==> src/rtl/conv2_buf.sv <==
// conv2_buf: 5x5 sliding-window line buffer feeding the conv2 layer.
// One pooled conv1 channel arrives as a raster-scan stream of signed pixels.
// After each accepted pixel whose position completes a full 5x5 window, the
// 25 window pixels are presented on data_out_* with a one-cycle valid_out_buf.
// Optional feature: define CONV2_BUF_SOF_EN to add the sof_in port, which
// re-aligns the raster counters to pixel (0,0) on the marked pixel.
module conv2_buf #(
  parameter int WIDTH     = 12,
  parameter int HEIGHT    = 12,
  parameter int DATA_BITS = 12
) (
  input  logic                 clk,
  input  logic                 rst_n,
  input  logic                 valid_in,
  input  logic [DATA_BITS-1:0] data_in,
`ifdef CONV2_BUF_SOF_EN
  input  logic                 sof_in,
`endif
  output logic [DATA_BITS-1:0] data_out_0,
  output logic [DATA_BITS-1:0] data_out_1,
  output logic [DATA_BITS-1:0] data_out_2,
  output logic [DATA_BITS-1:0] data_out_3,
  output logic [DATA_BITS-1:0] data_out_4,
  output logic [DATA_BITS-1:0] data_out_5,
  output logic [DATA_BITS-1:0] data_out_6,
  output logic [DATA_BITS-1:0] data_out_7,
  output logic [DATA_BITS-1:0] data_out_8,
  output logic [DATA_BITS-1:0] data_out_9,
  output logic [DATA_BITS-1:0] data_out_10,
  output logic [DATA_BITS-1:0] data_out_11,
  output logic [DATA_BITS-1:0] data_out_12,
  output logic [DATA_BITS-1:0] data_out_13,
  output logic [DATA_BITS-1:0] data_out_14,
  output logic [DATA_BITS-1:0] data_out_15,
  output logic [DATA_BITS-1:0] data_out_16,
  output logic [DATA_BITS-1:0] data_out_17,
  output logic [DATA_BITS-1:0] data_out_18,
  output logic [DATA_BITS-1:0] data_out_19,
  output logic [DATA_BITS-1:0] data_out_20,
  output logic [DATA_BITS-1:0] data_out_21,
  output logic [DATA_BITS-1:0] data_out_22,
  output logic [DATA_BITS-1:0] data_out_23,
  output logic [DATA_BITS-1:0] data_out_24,
  output logic                 valid_out_buf,
  output logic                 frame_done
);

  localparam int SR_LEN = 4*WIDTH + 5;
  localparam int CW     = $clog2(WIDTH);
  localparam int RW     = $clog2(HEIGHT);

  logic [DATA_BITS-1:0] sr  [SR_LEN];
  logic [DATA_BITS-1:0] win [25];
  logic [CW-1:0]        col;
  logic [RW-1:0]        row;
  logic                 sof;
  logic                 col_last;
  logic                 row_last;
  logic                 win_hit;

`ifdef CONV2_BUF_SOF_EN
  assign sof = sof_in;
`else
  assign sof = 1'b0;
`endif

  assign col_last = (col == CW'(WIDTH - 1));
  assign row_last = (row == RW'(HEIGHT - 1));
  // Window test uses the pre-increment position of the pixel being accepted,
  // so a window can never straddle a row or frame edge.
  assign win_hit  = valid_in & ~sof & (row >= RW'(4)) & (col >= CW'(4));

  // Pixel history: sr[0] is the newest accepted pixel.
  always_ff @(posedge clk or negedge rst_n) begin
    if (!rst_n) begin
      for (int unsigned k = 0; k < SR_LEN; k++) sr[k] <= '0;
    end else if (valid_in) begin
      sr[0] <= data_in;
      for (int unsigned k = 1; k < SR_LEN; k++) sr[k] <= sr[k-1];
    end
  end

  // Window taps registered from the post-shift view of sr: tap t of the
  // shifted register is sr[t-1] now, and tap 0 is data_in itself.
  always_ff @(posedge clk or negedge rst_n) begin
    if (!rst_n) begin
      for (int unsigned k = 0; k < 25; k++) win[k] <= '0;
    end else if (valid_in) begin
      for (int unsigned k = 0; k < 24; k++)
        win[k] <= sr[(4 - k/5)*WIDTH + (4 - k%5) - 1];
      win[24] <= data_in;
    end
  end

  // Raster counters plus the window and end-of-frame pulses.
  always_ff @(posedge clk or negedge rst_n) begin
    if (!rst_n) begin
      row           <= '0;
      col           <= '0;
      valid_out_buf <= 1'b0;
      frame_done    <= 1'b0;
    end else if (valid_in) begin
      valid_out_buf <= win_hit;
      frame_done    <= ~sof & row_last & col_last;
      if (sof) begin
        row <= '0;
        col <= CW'(1);
      end else if (col_last) begin
        col <= '0;
        row <= row_last ? '0 : row + 1'b1;
      end else begin
        col <= col + 1'b1;
      end
    end else begin
      valid_out_buf <= 1'b0;
      frame_done    <= 1'b0;
    end
  end

  assign data_out_0  = win[0];
  assign data_out_1  = win[1];
  assign data_out_2  = win[2];
  assign data_out_3  = win[3];
  assign data_out_4  = win[4];
  assign data_out_5  = win[5];
  assign data_out_6  = win[6];
  assign data_out_7  = win[7];
  assign data_out_8  = win[8];
  assign data_out_9  = win[9];
  assign data_out_10 = win[10];
  assign data_out_11 = win[11];
  assign data_out_12 = win[12];
  assign data_out_13 = win[13];
  assign data_out_14 = win[14];
  assign data_out_15 = win[15];
  assign data_out_16 = win[16];
  assign data_out_17 = win[17];
  assign data_out_18 = win[18];
  assign data_out_19 = win[19];
  assign data_out_20 = win[20];
  assign data_out_21 = win[21];
  assign data_out_22 = win[22];
  assign data_out_23 = win[23];
  assign data_out_24 = win[24];

endmodule

==> config.mk <==
export PLATFORM = sky130hd
export DESIGN_NAME = conv2_buf
export DESIGN_NICKNAME = d
export VERILOG_FILES = /design/src/rtl/conv2_buf.sv
export SDC_FILE = /design/constraint.sdc
export NUM_CORES = 1
export LEC_CHECK = 0
export ABC_AREA = 0
export BUFFER_PORTS_ARGS = -buffer_cell sky130_fd_sc_hd__buf_2
export CAP_MARGIN = 20
export CORE_AREA = 2 2 324 326
export CTS_CLUSTER_DIAMETER = 120
export DETAILED_ROUTE_END_ITERATION = 6
export DIE_AREA = 0 0 326 328
export GPL_TIMING_DRIVEN = 1
export HOLD_SLACK_MARGIN = 0.06
export PLACE_DENSITY = 0.49
export REMOVE_ABC_BUFFERS = 1
export SLEW_MARGIN = 20
export SYNTH_ARGS = -nofsm -noshare
export SYNTH_HDL_FRONTEND = slang
export SYNTH_SLANG_ARGS = --single-unit
==> constraint.sdc <==
create_clock -name clk -period 1.4 [get_ports clk]
set_input_delay 0.14 -clock clk [delete_from_list [all_inputs] [get_ports clk]]
set_output_delay 0.14 -clock clk [all_outputs]
set_load 0.005 [all_outputs]
==> results.rst, run 1 <==
.. list-table::
   :header-rows: 1

   * - Metric
     - Value
   * - Crit path cell chain
     - buf_6
   * - Leakage power of the design
     - 16.3 nW
   * - Outcome
     - finished clean
   * - Post-synthesis instance area
     - 27800 sq um
   * - Max capacitance violation total
     - 0
   * - Flop and latch count out of synthesis
     - 646
   * - Max stage delay on crit path
     - 0.46 ns
   * - Worst Path Required
     - 1.26 ns
   * - Number of port buffers
     - 316
   * - P_int
     - 42.0 mW
   * - Reg power frac
     - 0.465
   * - Detailed Routing Iterations Pass 1
     - 4
   * - RSZ-0062 raised after global routing
     - true
   * - DP Wirelength
     - 30.7 mm
   * - Crit path max fanout
     - 2
   * - Kind of end point of the critical path
     - primary output
   * - Total buffers and inverters traversed by the critical path
     - 1
   * - Count of final hold-check violations
     - 0
   * - Sequential Area
     - 16200 sq um
   * - Net switching share of the total power
     - 0.254
   * - Remaining number of nets flagged by the antenna check after routing
     - 0
   * - Die height
     - 328 um
   * - Worst hold path type
     - in -> async
   * - Shortest period the worst path allows
     - 1.36 ns
   * - Type of origin of the critical path
     - register
   * - Post-route clock skew
     - 0.0114 ns
   * - Normalized max-slew margin
     - 0.705
   * - Worst vdd rail ir drop
     - 0.000994 V
   * - Effective utilization at floorplan
     - 0.270
   * - Fmax
     - 0.733 GHz
   * - Endpoint arrival time on the critical path
     - 1.22 ns
   * - Yosys warning count
     - 0
   * - Crit share post-route
     - 0.975
   * - Final sum of negative setup slack
     - 0 ns
   * - Die area
     - 107000 sq um
   * - Number of vias per cell
     - 3.92
   * - Setup-violating endpoint count in the final report
     - 0
   * - Antenna diode count
     - 0
   * - Number of ports placed on the die boundary
     - 317
   * - Max reg flops
     - 348
   * - Row Count
     - 118
   * - Post-layout nets
     - 1873
   * - Pin count of the biggest net entering global routing
     - 68
   * - Level count of the clock H-tree
     - 3
   * - Post-synth cell types
     - 20
   * - Power density relative to cell area
     - 1740 nW/um^2
   * - GRT overflow
     - 0
   * - Detailed-route wire length
     - 49.3 mm
   * - Combinational group share of total power
     - 0.185
   * - Initial DRC Count
     - 508
   * - RD Place Congestion
     - 0.700
   * - CTS Root Cell
     - sky130_fd_sc_hd__clkbuf_16
   * - Fraction of layout cells with a size suffix above 1
     - 0.636
   * - Clock group share of total power
     - 0.349
   * - Most area-hungry cell type in the Yosys netlist
     - sky130_fd_sc_hd__dfrtp_1
   * - Max Root-Sink Buffers
     - 3
   * - NetSw
     - 14.3 mW
   * - Filler cell count
     - 10082
   * - Via count of the first global-routing pass
     - 14039
   * - Detailed-route wire length per cell
     - 15.0 um
   * - Clock-pin slew on the worst setup and hold paths
     - 0.05 ns
   * - DRC viols
     - 0
   * - Clock tree from TritonCTS
     - built
   * - Area growth from synthesis to final layout
     - 16.3%
   * - Area taken by multi-input logic gates
     - 8830 sq um
   * - Wire length of the first global-routing pass
     - 80.2 mm
   * - Sequential cell area fraction in the yosys report
     - 0.581
   * - Count of final max-slew check failures
     - 0
   * - Share of Yosys cell area claimed by the top area cell type
     - 0.581
   * - Total routing usage reported by global routing
     - 0.0926
   * - Clock network latency to the later pin of the worst-skew pair
     - 0.62 ns
   * - Biggest register
     - sr
   * - Post-layout worst setup margin
     - 0.0356 ns
   * - Tightest Pin Transition
     - 0.442 ns
   * - Floorplan die width
     - 326 um
   * - Number of antenna violations at the first check in global routing
     - 0
   * - Setup WS pre-CTS
     - -0.0156 ns
   * - Vias
     - 12905
   * - Slowest-stage cell, CP
     - sky130_fd_sc_hd__dfrtp_2
   * - Synthesized area per cell
     - 16.6 sq um
   * - Final Core Density
     - 0.313
   * - Number of clock sinks seen by CTS
     - 646
   * - Worst Path Class, Setup
     - reg -> out
   * - Ranking of synthesized cells by area
     - sky130_fd_sc_hd__dfrtp_1 58%, sky130_fd_sc_hd__mux2_4 20%, sky130_fd_sc_hd__mux2_2 11%
   * - Cells after Synth
     - 1675
   * - Area of the placeable core
     - 103000 sq um
   * - Cell family contributing the most delay on the critical path
     - flip-flops
   * - Final hold slack
     - 0.257 ns
   * - Number of clock buffers inserted by TritonCTS
     - 76
[power groups by stage]
stage | logic [mW] | clock network, mW | registers, mW
2_1_floorplan | 5.57 | 0 | 25.7
3_3_place_gp | 9.40 | 0 | 26.5
3_5_place_dp | 9.58 | 0 | 26.7
4_1_cts | 10.5 | 20.6 | 26.3
5_1_grt | 11.4 | 21.3 | 26.9
6_report | 10.4 | 19.7 | 26.2
[metrics by stage]
step / power [mW] / cell area (sq um) / std cells
6_report: 56.3 / 32400 / 3289
5_1_grt: 59.6 / 32400 / 3289
4_1_cts: 57.4 / 32300 / 3279
3_5_place_dp: 36.3 / 29200 / 3092
3_3_place_gp: 35.9 / 29200 / 3092
2_1_floorplan: 31.3 / 25000 / 1315
[kinds of logic (layout without fill, tap and decap cells)]
kind of cell,count (synthesis),count (layout),synth area share
and+or+nand+nor,21,21,0.00445
buffers and inverters,360,594,0.102
AOI/OAI and AO/OA,6,6,0.00139
xor gates and xnor gates,1,1,0.000315
DFF,646,646,0.581
muxes,639,639,0.310
adders and majority gates,2,2,0.000900
[Yosys cell counts]
library cell and number:
sky130_fd_sc_hd__or4b_1 1, sky130_fd_sc_hd__buf_2 9, sky130_fd_sc_hd__nor3b_1 1, sky130_fd_sc_hd__buf_6 43, sky130_fd_sc_hd__nand3b_1 1, sky130_fd_sc_hd__and4b_2 1
sky130_fd_sc_hd__o21ai_1 1, sky130_fd_sc_hd__ha_1 2, sky130_fd_sc_hd__xnor2_1 1, sky130_fd_sc_hd__nand3_1 3, sky130_fd_sc_hd__dfrtp_1 646, sky130_fd_sc_hd__o21ai_0 3
sky130_fd_sc_hd__a21bo_2 1, sky130_fd_sc_hd__nand4b_4 1, sky130_fd_sc_hd__a22o_1 1, sky130_fd_sc_hd__buf_4 308, sky130_fd_sc_hd__mux2_2 262, sky130_fd_sc_hd__nand2_1 8
sky130_fd_sc_hd__mux2_4 377, sky130_fd_sc_hd__nor2_1 5
[path summary, 6_finish.rpt]
path                            slack [ns]             end            from  cells past startpoint
max in group asynchronous             0.36  data_out_19[9]           rst_n                      3
worst min-delay path                  0.26   data_out_6[0]           rst_n                      3
worst min register to register        0.50         sr[528]         sr[540]                      1
worst max-delay path                  0.04  data_out_11[4]  data_out_11[4]                      1
min in group clk                      0.28         sr[634]     data_in[10]                      3
worst max register to register        0.05          col[2]          col[0]                      5
[layout by cell type (no fill, tap or decap), types with 3 or more instances in the layout]
| cell | Yosys | final |
|---|---|---|
| sky130_fd_sc_hd__clkbuf_16 | 0 | 78 |
| sky130_fd_sc_hd__mux2_4 | 377 | 377 |
| sky130_fd_sc_hd__buf_12 | 0 | 27 |
| sky130_fd_sc_hd__nand2_1 | 8 | 7 |
| sky130_fd_sc_hd__buf_4 | 308 | 106 |
| sky130_fd_sc_hd__clkbuf_8 | 0 | 17 |
| sky130_fd_sc_hd__dfrtp_1 | 646 | 639 |
| sky130_fd_sc_hd__dlygate4sd3_1 | 0 | 15 |
| sky130_fd_sc_hd__dfrtp_2 | 0 | 7 |
| sky130_fd_sc_hd__mux2_2 | 262 | 262 |
| sky130_fd_sc_hd__clkinv_2 | 0 | 6 |
| sky130_fd_sc_hd__buf_2 | 9 | 306 |
| sky130_fd_sc_hd__nor2_1 | 5 | 5 |
| sky130_fd_sc_hd__bufinv_16 | 0 | 4 |
| sky130_fd_sc_hd__clkbuf_1 | 0 | 17 |
| sky130_fd_sc_hd__clkinv_4 | 0 | 3 |
| sky130_fd_sc_hd__buf_6 | 43 | 7 |
[cell type report]
| type | instances | area share |
|---|---|---|
| multi-input cells | 669 | 0.273 |
| clock buffers | 112 | 0.0695 |
| well taps | 1380 | 0.0534 |
| flip-flops and latches | 646 | 0.500 |
| repair buffers | 463 | 0.0966 |
| clock inverters | 19 | 0.00758 |
[layer usage]
metal,up-vias,part of all wire,global-route usage
li1,5846,-,-
met5,-,0,0
met1,6725,0.46,0.125
met2,245,0.46,0.139
met4,0,0.028,0.0347
met3,89,0.054,0.0285
[repair_timing]
| item | in CTS | in global routing |
|---|---|---|
| setup endpoints to repair | 47 | 27 |
| buffers inserted | 41 | 10 |
| hold buffers | 15 | 0 |
| pin swaps | 0 | 3 |
| hold endpoints to repair | 668 | 0 |
| resized for setup | 15 | 7 |
Note: power is estimated with default switching activity, not from simulation.
==> run 2, diff against run 1 <==
Settings changed: PLACE_DENSITY 0.49 to 0.48.
Clock period 1.4 ns to 1.37 ns, I/O delays scaled along.
==> results.rst, run 2 (synthesis gave the netlist of run 1 again) <==
.. list-table::
   :header-rows: 1

   * - Metric
     - Value
   * - Outcome
     - finished with violations
   * - Violated checks
     - negative setup slack
   * - Max Root-Sink Buffers
     - 3
   * - Normalized max-slew margin
     - 0.671
   * - Power density relative to cell area
     - 1770 nW/um^2
   * - R2r endpoint
     - row[2]
   * - Shortest period the worst path allows
     - 1.41 ns
   * - Endpoint arrival time on the critical path
     - 1.27 ns
   * - Number of ports placed on the die boundary
     - 317
   * - Vias
     - 13484
   * - Floorplan die width
     - 326 um
   * - Number of port buffers
     - 316
   * - Detailed-route wire length per cell
     - 14.9 um
   * - Clock network latency to the later pin of the worst-skew pair
     - 0.62 ns
   * - Initial DRC Count
     - 502
   * - Post-route clock skew
     - 0.0114 ns
   * - Count of final max-slew check failures
     - 0
   * - Max capacitance violation total
     - 0
   * - Row Count
     - 118
   * - RD Place Congestion
     - 0.695
   * - Commonest cells after routing, fill and taps aside
     - 639 x sky130_fd_sc_hd__dfrtp_1, 377 x sky130_fd_sc_hd__mux2_4, 304 x sky130_fd_sc_hd__buf_2
   * - Crit path max fanout
     - 2
   * - Reg2Reg Depth
     - 4
   * - Max reg flops
     - 348
   * - Area of the placeable core
     - 103000 sq um
   * - Setup WS pre-CTS
     - -0.0750 ns
   * - DRC viols
     - 0
   * - Most frequent standard cell in the layout excluding fill and tap cells
     - sky130_fd_sc_hd__dfrtp_1
   * - Tightest Pin Transition
     - 0.494 ns
   * - Kind of end point of the critical path
     - primary output
   * - Fraction of layout cells with a size suffix above 1
     - 0.658
   * - Post-layout worst setup margin
     - -0.0354 ns
   * - Worst hold path type
     - in -> async
   * - Worst Path Class, Setup
     - reg -> out
   * - CTS Root Cell
     - sky130_fd_sc_hd__clkbuf_16
   * - DP Wirelength
     - 30.8 mm
   * - Filler cell count
     - 10055
   * - Worst Path Required
     - 1.23 ns
   * - Area growth from synthesis to final layout
     - 20.4%
   * - Biggest register
     - sr
   * - Slack of the worst reg-to-reg path
     - 0.04 ns
   * - Fmax
     - 0.712 GHz
   * - Final Core Density
     - 0.324
   * - Worst vdd rail ir drop
     - 0.00100 V
   * - Crit share post-route
     - 1.03
   * - Die height
     - 328 um
   * - Detailed-route wire length
     - 51.1 mm
   * - Number of clock sinks seen by CTS
     - 646
   * - Level count of the clock H-tree
     - 3
   * - Leakage power of the design
     - 17.0 nW
   * - GRT overflow
     - 0
   * - Count of placed standard cells including taps
     - 3089
   * - Die area
     - 107000 sq um
   * - Type of origin of the critical path
     - register
   * - Number of vias per cell
     - 3.93
   * - Final cell count without fillers
     - 3429
   * - Total buffers and inverters traversed by the critical path
     - 1
   * - Total routing usage reported by global routing
     - 0.0959
   * - Cell family contributing the most delay on the critical path
     - flip-flops
   * - Final hold slack
     - 0.0404 ns
   * - Remaining number of nets flagged by the antenna check after routing
     - 0
   * - Post-layout nets
     - 2002
   * - Via count of the first global-routing pass
     - 14645
   * - Crit path cell chain
     - buf_2
   * - Slowest-stage cell, CP
     - sky130_fd_sc_hd__dfrtp_2
   * - Reg2Reg Launch Point
     - col[1]
   * - Clock tree from TritonCTS
     - built
   * - RSZ-0062 raised after global routing
     - true
   * - Count of final hold-check violations
     - 0
   * - Final sum of negative setup slack
     - -0.0510 ns
   * - Max stage delay on crit path
     - 0.49 ns
   * - Detailed Routing Iterations Pass 1
     - 4
   * - Setup-violating endpoint count in the final report
     - 2
   * - Number of antenna violations at the first check in global routing
     - 2
   * - Power after layout
     - 59.4 mW
   * - Wire length of the first global-routing pass
     - 83.0 mm
   * - Area after DPL
     - 29300 sq um
   * - Clock-pin slew on the worst setup and hold paths
     - 0.05 ns
   * - Number of clock buffers inserted by TritonCTS
     - 80
   * - Quantity of hold-fixing buffers added after cts
     - 14
   * - Final instance area
     - 33500 sq um
   * - Effective utilization at floorplan
     - 0.270
   * - Pin count of the biggest net entering global routing
     - 68
run 2: cell count changes in the layout (fill, tap and decap cells not counted), moves of 3 or more:
cell                        before  now
sky130_fd_sc_hd__clkinv_2        6   11
sky130_fd_sc_hd__buf_4         106  227
sky130_fd_sc_hd__clkbuf_1       17   23
sky130_fd_sc_hd__buf_6           7   10
sky130_fd_sc_hd__clkbuf_16      78   85
sky130_fd_sc_hd__buf_12         27   31
sky130_fd_sc_hd__clkbuf_8       17   14
sky130_fd_sc_hd__inv_6           2    5
run 2: repair_timing:
item / in CTS / in global routing
endpoints found under the setup margin: 170 / 126
pin swaps: 1 / 4
endpoints found under the hold margin: 619 / 12
buffers inserted: 139 / 41
resized for setup: 27 / 1
cloned: 0 / 0
run 2: worst max path at each step:
stage,slack (ns),from,to,depth (start not counted)
2_1_floorplan,-0.06,col[0],row[2],4
3_3_place_gp,-0.07,col[0],row[2],4
3_5_place_dp,-0.07,col[0],row[2],4
4_1_cts,-0.12,data_out_10[7],data_out_10[7],1
5_1_grt,-0.13,data_out_10[7],data_out_10[7],1
6_report,-0.04,data_out_10[7],data_out_10[7],1
run 2: area by class of cell:
type                            instances  area [sq um]  share of cell area
Antenna cell                            1          2.50           0.0000747
Multi-Input combinational cell        669          8820               0.263
Clock buffer                          122          2410              0.0719
Sequential cell                       646         16200               0.483
Clock inverter                         23           225             0.00673
Timing Repair Buffer                  588          4130               0.123
Tap cell                             1380          1730              0.0516
run 2: layer usage:
layer  GRT usage  vias to the layer above  part of all wire
li1            -                     6128                 -
met1       0.128                     6986              0.46
met2       0.146                      263              0.46
met3      0.0286                      105             0.050
met4      0.0358                        2             0.029
met5           0                        -           0.00025
run 2: power breakdown:
group | switching (mW) | internal (mW)
Clock | 8.13 | 12.7
Sequential | 2.94 | 23.7
Combinational | 3.96 | 7.95
Total | 15.0 | 44.3
==> run 3, diff against run 2 <==
Settings changed: CORE_AREA 2 2 324 326 to 2 2 267 269, DIE_AREA 0 0 326 328 to 0 0 269 271, PLACE_DENSITY 0.48 to 0.63, SKIP_CTS_REPAIR_TIMING set to 1.
==> results.rst, run 3 (synthesis gave the netlist of run 1 again) <==
.. list-table::
   :header-rows: 1

   * - Metric
     - Value
   * - Outcome
     - finished with violations
   * - Violated checks
     - negative hold slack
   * - Post-layout nets
     - 1821
   * - Number of clock buffers inserted by TritonCTS
     - 71
   * - Final Core Density
     - 0.451
   * - Via count of the first global-routing pass
     - 13527
   * - Worst Path Class, Setup
     - reg -> reg
   * - Max stage delay on crit path
     - 0.41 ns
   * - Most frequent standard cell in the layout excluding fill and tap cells
     - sky130_fd_sc_hd__dfrtp_1
   * - Floorplan die width
     - 269 um
   * - Biggest register
     - sr
   * - Crit path max fanout
     - 3
   * - Post-route clock skew
     - 0.0124 ns
   * - Detailed-route wire length per cell
     - 15.8 um
   * - Count of placed standard cells including taps
     - 2647
   * - Initial DRC Count
     - 522
   * - Crit path cell chain
     - ha_4 > buf_4 > buf_4 > nand2_1 > mux2_4
   * - Area after DPL
     - 28700 sq um
   * - Worst Path Required
     - 1.85 ns
   * - RD Place Congestion
     - 0.716
   * - Area growth from synthesis to final layout
     - 13.2%
   * - Normalized max-slew margin
     - 0.689
   * - Wire length of the first global-routing pass
     - 73.5 mm
   * - Number of clock sinks seen by CTS
     - 646
   * - Detailed-route wire length
     - 44.1 mm
   * - CTS Root Cell
     - sky130_fd_sc_hd__clkbuf_16
   * - Power density relative to cell area
     - 1800 nW/um^2
   * - Number of antenna violations at the first check in global routing
     - 0
   * - Fmax
     - 0.745 GHz
   * - GRT overflow
     - 0
   * - Worst vdd rail ir drop
     - 0.00109 V
   * - Vias
     - 12594
   * - Slowest-stage cell, CP
     - sky130_fd_sc_hd__dfrtp_1
   * - Setup WS pre-CTS
     - -0.0316 ns
   * - Final hold slack
     - -0.00479 ns
   * - Most frequent cell on the critical path
     - sky130_fd_sc_hd__buf_4
   * - Number of port buffers
     - 316
   * - Kind of end point of the critical path
     - register
   * - DRC viols
     - 0
   * - Die area
     - 72900 sq um
   * - Remaining number of nets flagged by the antenna check after routing
     - 0
   * - Max capacitance violation total
     - 0
   * - Clock network latency to the later pin of the worst-skew pair
     - 0.59 ns
   * - Leakage power of the design
     - 16.1 nW
   * - Pin count of the biggest net entering global routing
     - 79
   * - Antenna diode count
     - 0
   * - Commonest cells after routing, fill and taps aside
     - 640 x sky130_fd_sc_hd__dfrtp_1, 379 x sky130_fd_sc_hd__mux2_4, 313 x sky130_fd_sc_hd__buf_2
   * - Post-layout worst setup margin
     - 0.0283 ns
   * - Detailed Routing Iterations Pass 1
     - 4
   * - Effective utilization at floorplan
     - 0.399
   * - Type of origin of the critical path
     - register
   * - Fraction of layout cells with a size suffix above 1
     - 0.629
   * - RSZ-0062 raised after global routing
     - true
   * - Clock-pin slew on the worst setup and hold paths
     - 0.06 ns
   * - Setup-violating endpoint count in the final report
     - 0
   * - Count of final max-slew check failures
     - 0
   * - Count of final hold-check violations
     - 2
   * - Final cell count without fillers
     - 2799
   * - Endpoint arrival time on the critical path
     - 1.82 ns
   * - Max Root-Sink Buffers
     - 3
   * - Total routing usage reported by global routing
     - 0.123
   * - Crit share post-route
     - 0.979
   * - Die height
     - 271 um
   * - Final instance area
     - 31500 sq um
   * - Max reg flops
     - 348
   * - Number of vias per cell
     - 4.50
   * - Filler cell count
     - 6142
   * - Worst hold path type
     - in -> async
   * - Clock tree from TritonCTS
     - built
   * - DP Wirelength
     - 28.5 mm
   * - Shortest period the worst path allows
     - 1.34 ns
   * - Tightest Pin Transition
     - 0.467 ns
   * - Row Count
     - 97
   * - Number of ports placed on the die boundary
     - 317
   * - Area of the placeable core
     - 69800 sq um
   * - Level count of the clock H-tree
     - 3
[run 3: cell types whose count changed in the layout (fill, tap and decap cells not counted), moves of 2 or more]
cell,previous run,this run
sky130_fd_sc_hd__buf_4,227,54
sky130_fd_sc_hd__clkbuf_16,85,73
sky130_fd_sc_hd__clkbuf_1,23,12
sky130_fd_sc_hd__buf_2,304,313
sky130_fd_sc_hd__buf_6,10,1
sky130_fd_sc_hd__bufinv_16,3,8
sky130_fd_sc_hd__clkbuf_8,14,17
sky130_fd_sc_hd__buf_12,31,33
sky130_fd_sc_hd__clkinv_4,2,0
sky130_fd_sc_hd__mux2_2,262,260
sky130_fd_sc_hd__mux2_4,377,379
[run 3: final cells by class]
| cell class | instances | area (sq um) | share of cell area |
|---|---|---|---|
| clock inverters | 26 | 397 | 0.0126 |
| well taps | 940 | 1180 | 0.0374 |
| flip-flops and latches | 646 | 16200 | 0.514 |
| repair buffers | 416 | 2800 | 0.0891 |
| multi-input cells | 669 | 8830 | 0.280 |
| clock buffers | 102 | 2110 | 0.0669 |
[run 3: critical path: cells and delay by family, from the launching register on]
kind / cells / cell delay [ns]
adder cells (fa/ha/maj): 1 / 0.19
flip-flops: 1 / 0.41
buffers and inverters: 2 / 0.24
AND/OR/NAND/NOR: 1 / 0.08
multiplexers: 1 / 0.30
[run 3: path summary, 6_finish.rpt]
path / start / cells after the start / to / slack, ns
setup / recovery: col[1] / 5 / col[2] / 0.03
hold / removal: rst_n / 2 / sr[348] / -0.005
setup reg to reg: col[1] / 5 / col[2] / 0.03
hold reg to reg: sr[227] / 1 / sr[227] / 0.50
max in group asynchronous: rst_n / 4 / data_out_6[8] / 0.59
min in group clk: valid_in / 3 / sr[274] / 0.12
[run 3: report_power, final]
part           switching, mW  internal [mW]  leakage (nW)
logic                   3.28           6.62          6.42
registers               3.03           23.7          8.41
clock network           7.72           12.3          1.24
[run 3: per-stage QoR]
stage,TNS [ns],hold WS (ns),power [mW]
6_report,0,-0.00479,56.6
2_1_floorplan,-0.0885,-0.159,32.0
5_1_grt,-0.0539,-0.0329,59.8
3_3_place_gp,-0.0478,0.00331,36.4
3_5_place_dp,-0.0316,0.00189,36.9
4_1_cts,-0.450,-0.649,57.4
[run 3: layer usage]
metal	up-vias	track usage	routed length (um)
met3	66	0.0301	2260
li1	5755	-	-
met5	-	0	0
met2	244	0.187	20200
met4	0	0.0444	980
met1	6529	0.170	20700
